<file path="src/rtl/data_cache.sv">
// data_cache: direct-mapped write-through no-write-allocate cache with a fixed-latency memory port
module data_cache #(
    parameter int INDEX_BITS  = 4,
    parameter int MEM_LATENCY = 2
) (
    input  logic        CLK,
    input  logic        RES,
    input  logic        cpuRead,
    input  logic        cpuWrite,
    input  logic [31:0] cpuAddr,
    input  logic [31:0] cpuDataIn,
    output logic [31:0] cpuDataOut,
    output logic        cpuStall,
    output logic        memRead,
    output logic        memWrite,
    output logic [31:0] memAddr,
    output logic [31:0] memDataIn,
    input  logic [31:0] memDataOut,
    output logic [31:0] hitCount,
    output logic [31:0] missCount
);
    localparam int NL = 1 << INDEX_BITS;
    localparam int TW = 30 - INDEX_BITS;
    localparam int CW = MEM_LATENCY > 1 ? $clog2(MEM_LATENCY) : 1;
    localparam logic [CW-1:0] CNT_INIT = CW'(MEM_LATENCY - 1);
    typedef enum logic [1:0] {IDLE, RMISS, WRITE} state_t;
    state_t state;
    logic [CW-1:0] cnt;
    logic [31:0] addr_q, data_q;
    logic [NL-1:0] valid;
    logic [TW-1:0] tags [NL];
    logic [31:0] lines [NL];
    logic [INDEX_BITS-1:0] idx, lidx;
    logic [TW-1:0] tag, ltag;
    logic hit, lhit, last, idle, in_r, in_w, rd_hit, rd_miss, wr_start;
    assign idx      = cpuAddr[INDEX_BITS+1:2];
    assign tag      = cpuAddr[31:INDEX_BITS+2];
    assign lidx     = addr_q[INDEX_BITS+1:2];
    assign ltag     = addr_q[31:INDEX_BITS+2];
    assign hit      = valid[idx] && tags[idx] == tag;
    assign lhit     = valid[lidx] && tags[lidx] == ltag;
    assign last     = cnt == '0;
    // RES gates the combinational outputs so strobes drop the instant reset asserts
    assign idle     = state == IDLE && !RES;
    assign in_r     = state == RMISS && !RES;
    assign in_w     = state == WRITE && !RES;
    assign wr_start = idle && cpuWrite;
    assign rd_hit   = idle && cpuRead && !cpuWrite && hit;
    assign rd_miss  = idle && cpuRead && !cpuWrite && !hit;
    assign cpuStall   = rd_miss || wr_start || ((in_r || in_w) && !last);
    assign memRead    = rd_miss || in_r;
    assign memWrite   = wr_start || in_w;
    assign memAddr    = (rd_miss || wr_start) ? (cpuAddr & ~32'd3) : (in_r || in_w) ? addr_q : 32'd0;
    assign memDataIn  = wr_start ? cpuDataIn : in_w ? data_q : 32'd0;
    assign cpuDataOut = rd_hit ? lines[idx] : (in_r && last) ? memDataOut : 32'd0;
    always_ff @(posedge CLK or posedge RES) begin
        if (RES) begin
            state     <= IDLE;
            cnt       <= '0;
            addr_q    <= '0;
            data_q    <= '0;
            valid     <= '0;
            hitCount  <= '0;
            missCount <= '0;
        end else begin
            case (state)
                IDLE: begin
                    if (cpuWrite) begin
                        state  <= WRITE;
                        cnt    <= CNT_INIT;
                        addr_q <= cpuAddr & ~32'd3;
                        data_q <= cpuDataIn;
                    end else if (cpuRead && hit) begin
                        hitCount <= hitCount + {31'd0, ~&hitCount};
                    end else if (cpuRead) begin
                        state  <= RMISS;
                        cnt    <= CNT_INIT;
                        addr_q <= cpuAddr & ~32'd3;
                    end
                end
                RMISS: begin
                    if (!last) cnt <= cnt - 1'b1;
                    else begin
                        state       <= IDLE;
                        valid[lidx] <= 1'b1;
                        missCount   <= missCount + {31'd0, ~&missCount};
                    end
                end
                WRITE: begin
                    if (!last) cnt <= cnt - 1'b1;
                    else state <= IDLE;
                end
                default: state <= IDLE;
            endcase
        end
    end
    // Tag/data arrays need no reset; the valid bits guard them
    always_ff @(posedge CLK) begin
        if (state == RMISS && last) begin
            tags[lidx]  <= ltag;
            lines[lidx] <= memDataOut;
        end else if (state == WRITE && last && lhit) begin
            lines[lidx] <= data_q;
        end
    end
endmodule
</file>
<file path="config.mk">
export PLATFORM = sky130hd
export DESIGN_NAME = data_cache
export DESIGN_NICKNAME = d
export VERILOG_FILES = /design/src/rtl/data_cache.sv
export SDC_FILE = /design/constraint.sdc
export NUM_CORES = 1
export LEC_CHECK = 0
export CORE_AREA = 2 2 380 344
export DETAILED_ROUTE_END_ITERATION = 10
export DIE_AREA = 0 0 382 346
export GPL_TIMING_DRIVEN = 0
export SETUP_SLACK_MARGIN = 0.1
export SKIP_CTS_REPAIR_TIMING = 1
export SLEW_MARGIN = 20
export SYNTH_ARGS = -nofsm -noshare
export SYNTH_HDL_FRONTEND = slang
export SYNTH_SLANG_ARGS = --single-unit
</file>
<file path="constraint.sdc">
create_clock -name CLK -period 35.8 [get_ports CLK]
set_input_delay 10.74 -clock CLK [delete_from_list [all_inputs] [get_ports CLK]]
set_output_delay 10.74 -clock CLK [all_outputs]
set_load 0.01 [all_outputs]
</file>
==> run summary, run 1 <==
Status: finished, final reports clean
DIE HEIGHT: 346 µm
Arr. time, crit path: 17620 ps
Post-Syn Area per Cell: 19.3 µm²
Area grow syn2layout: 22.1%
Rows: 125
Vias per Instance: 5.78
Post-synth top flop: edfxtp_1
Final hold vios: 0
Cell Pwr Density: 64.3 nW/µm²
CTS Buf Count: 113
DRC violations left: 0
Port buffer count: 257
Worst endpoint required time: 25060 ps
Post-Syn Instances: 2445
Initial Utilization: 0.368
GRT Overall Usage: 0.219
Critical path class: in2out
Largest net degree at the start of global routing: 51
Hpwl dp: 99700 µm
Max_cap viols: 0
Pleak: 19.2 nW
TritonCTS clock tree: yes
Pre-antenna DRT Iters: 5
Post-synthesis sequential area ratio: 0.667
Worst clock skew: 55.4 ps
First-pass GRT wire length: 207000 µm
# nets final: 2982
FMAX: 35.3 MHz
RSZ-0062 raised after global routing: false
Clock Path Buffers: 3
Worst Tran Pin Value: 1200 ps
Critical path peak fanout: 10
Hold WS: 489 ps
Final instance area: 57700 µm²
CTS H-tree depth: 3
Initial DRC count: 3224
Minimum clock period after layout: 28360 ps
Final RePlAce weighted congestion: 0.868
Vias in the first global route: 28200
Clock root buffer: clkbuf_16
Register bit total from synthesis: 1073
Fin crit share: 0.792
Commonest non-fill, non-tap cell in the layout: edfxtp_1
Worst skew pair latency: 760 ps
Nature of the critical path endpoint: output pin
Hold path cells: 1
Worst reg-to-reg path cell count: 13
Worst hold path type: reg2reg
Routed vias: 27100
WL final: 145000 µm
Core ar.: 128000 µm²
Drt wl/cell: 31.0 µm
Final setup viols: 0
Synthesis Warnings: 0
VDD IR max: 0.0461 mV
Layout cells sized above 1: 0.290
Crit path launch type: input port
Grt total ovfl: 0
Most frequent cells in the layout: edfxtp_1 (928), mux4_2 (380), clkdlybuf4s50_1 (257), dfrtp_1 (145), clkbuf_16 (114)
Setup TNS: 0 ps
TritonCTS sink count: 1073
CTS clk-pin slew, worst paths: 60 ps
Synth async-reset ratio: 0.135
Placed Instance Area: 53600 µm²
EDFF count, synth: 928
Num ports: 263
Die width: 382 µm
Initial antenna violation count: 5
Final ANT Viol Nets: 0
Max Slew Vio Count: 0
DIE AREA: 132000 µm²
Rel. slew slack: 0.201
Synthesized cell area: 47200 µm²
Post-synth cell types: 65
registers in the layout, summed over array words and instances (netlist names):
signal / flops
addr_q: 30
hitCount: 32
tags: 416
valid: 16
data_q: 32
state: 2
cnt: 1
missCount: 32
lines: 512
worst max-delay path: stages:
cell and delay [ps]:
clkdlybuf4s50_1 650, buf_6 290, buf_6 270, buf_2 400, buf_2 610, nor2_1 110
a22oi_1 200, nand3_1 150, xnor2_1 150, a211oi_1 610, nand4_1 670, nor4b_4 590
o21ai_2 250, buf_2 390, mux2i_1 810, clkdlybuf4s50_1 700
worst paths after layout:
path,from,to,slack (ps)
worst max-delay path,cpuAddr[2],memAddr[2],7440
worst min-delay path,valid[15],valid[15],490
worst max register to register,addr_q[3],lines[11][22],29210
worst min register to register,valid[15],valid[15],490
max in group asynchronous,RES,data_q[5],23590
min in group asynchronous,RES,data_q[2],11230
cell usage after synthesis, drive strengths merged (17+ instances only):
| master | number | area [µm²] |
|---|---|---|
| edfxtp | 928 | 27900 |
| mux4 | 380 | 8560 |
| dfrtp | 145 | 3630 |
| nand2 | 113 | 424 |
| mux2 | 107 | 1200 |
| mux2i | 101 | 1010 |
| buf | 87 | 533 |
| xnor2 | 85 | 744 |
| clkbuf | 62 | 233 |
| nor2 | 61 | 229 |
| inv | 42 | 158 |
| a22o | 39 | 342 |
| nand3 | 39 | 200 |
| o2bb2ai | 32 | 387 |
| nand4 | 28 | 181 |
| xor2 | 27 | 236 |
| or2 | 18 | 113 |
| and3 | 17 | 111 |
cells by family after synthesis:
| family | Yosys count | synth area share |
|---|---|---|
| flops | 1073 | 0.667 |
| mux | 588 | 0.228 |
| simple gates | 337 | 0.0360 |
| buf+inv | 192 | 0.0196 |
| compound gates | 134 | 0.0259 |
| xor+xnor | 112 | 0.0208 |
| fa+ha+maj | 8 | 0.00212 |
| other cells | 1 | 0.0000794 |
power breakdown:
group | leakage [nW] | total (mW) | switching [mW] | internal [mW]
combinational | 6.99 | 0.826 | 0.446 | 0.380
sequential | 10.2 | 1.62 | 0.119 | 1.51
clock | 1.97 | 1.26 | 0.512 | 0.746
cell type report:
| cell class | count | area, µm² |
|---|---|---|
| diodes | 3 | 7.51 |
| clock buffers | 139 | 3050 |
| multi-input cells | 1181 | 15000 |
| clock inverters | 75 | 991 |
| inverters | 43 | 161 |
| flip-flops and latches | 1073 | 31500 |
| repair buffers | 313 | 3980 |
| plain buffers | 149 | 786 |
| well taps | 1714 | 2140 |
| fillers | 10900 | 70800 |
metal layers:
layer / wire (µm) / vias up / GRT usage / share of wire
met5: 13 / - / 0 / 0.000089
met4: 4410 / 2 / 0.0704 / 0.030
met3: 13800 / 247 / 0.0546 / 0.095
met2: 70900 / 1436 / 0.358 / 0.49
met1: 56100 / 14500 / 0.287 / 0.39
li1: - / 11000 / - / -
through the flow:
| step | cells | util | total power [mW] | setup slack, ps |
|---|---|---|---|---|
| after floorplan | 2446 | - | 2.11 | 9270 |
| after global placement | 4417 | 0.404 | 2.42 | 4350 |
| after detailed placement | 4473 | 0.417 | 2.47 | 7670 |
| after CTS | 4687 | 0.449 | 3.73 | 7640 |
| after global routing | 4690 | 0.449 | 3.83 | 7370 |
| final | 4690 | 0.449 | 3.71 | 7440 |
Note: power is estimated with default switching activity, not from simulation.
==> inputs of run 2 (changes only) <==
==> constraint.sdc (replaced) <==
create_clock -name CLK -period 26.1 [get_ports CLK]
set_input_delay 7.83 -clock CLK [delete_from_list [all_inputs] [get_ports CLK]]
set_output_delay 7.83 -clock CLK [all_outputs]
set_load 0.01 [all_outputs]
==> results of run 2 <==
The final DEF is identical to that of run 1. Status: finished, final reports clean.
Among the figures that moved: setup slack after placement 7670 ps -> 3790 ps; setup slack after layout 7440 ps -> 3560 ps; register-to-register setup slack 29210 ps -> 19510 ps; total power 3.71 mW -> 5.09 mW; worst IR drop on VDD 0.0461 mV -> 0.0632 mV
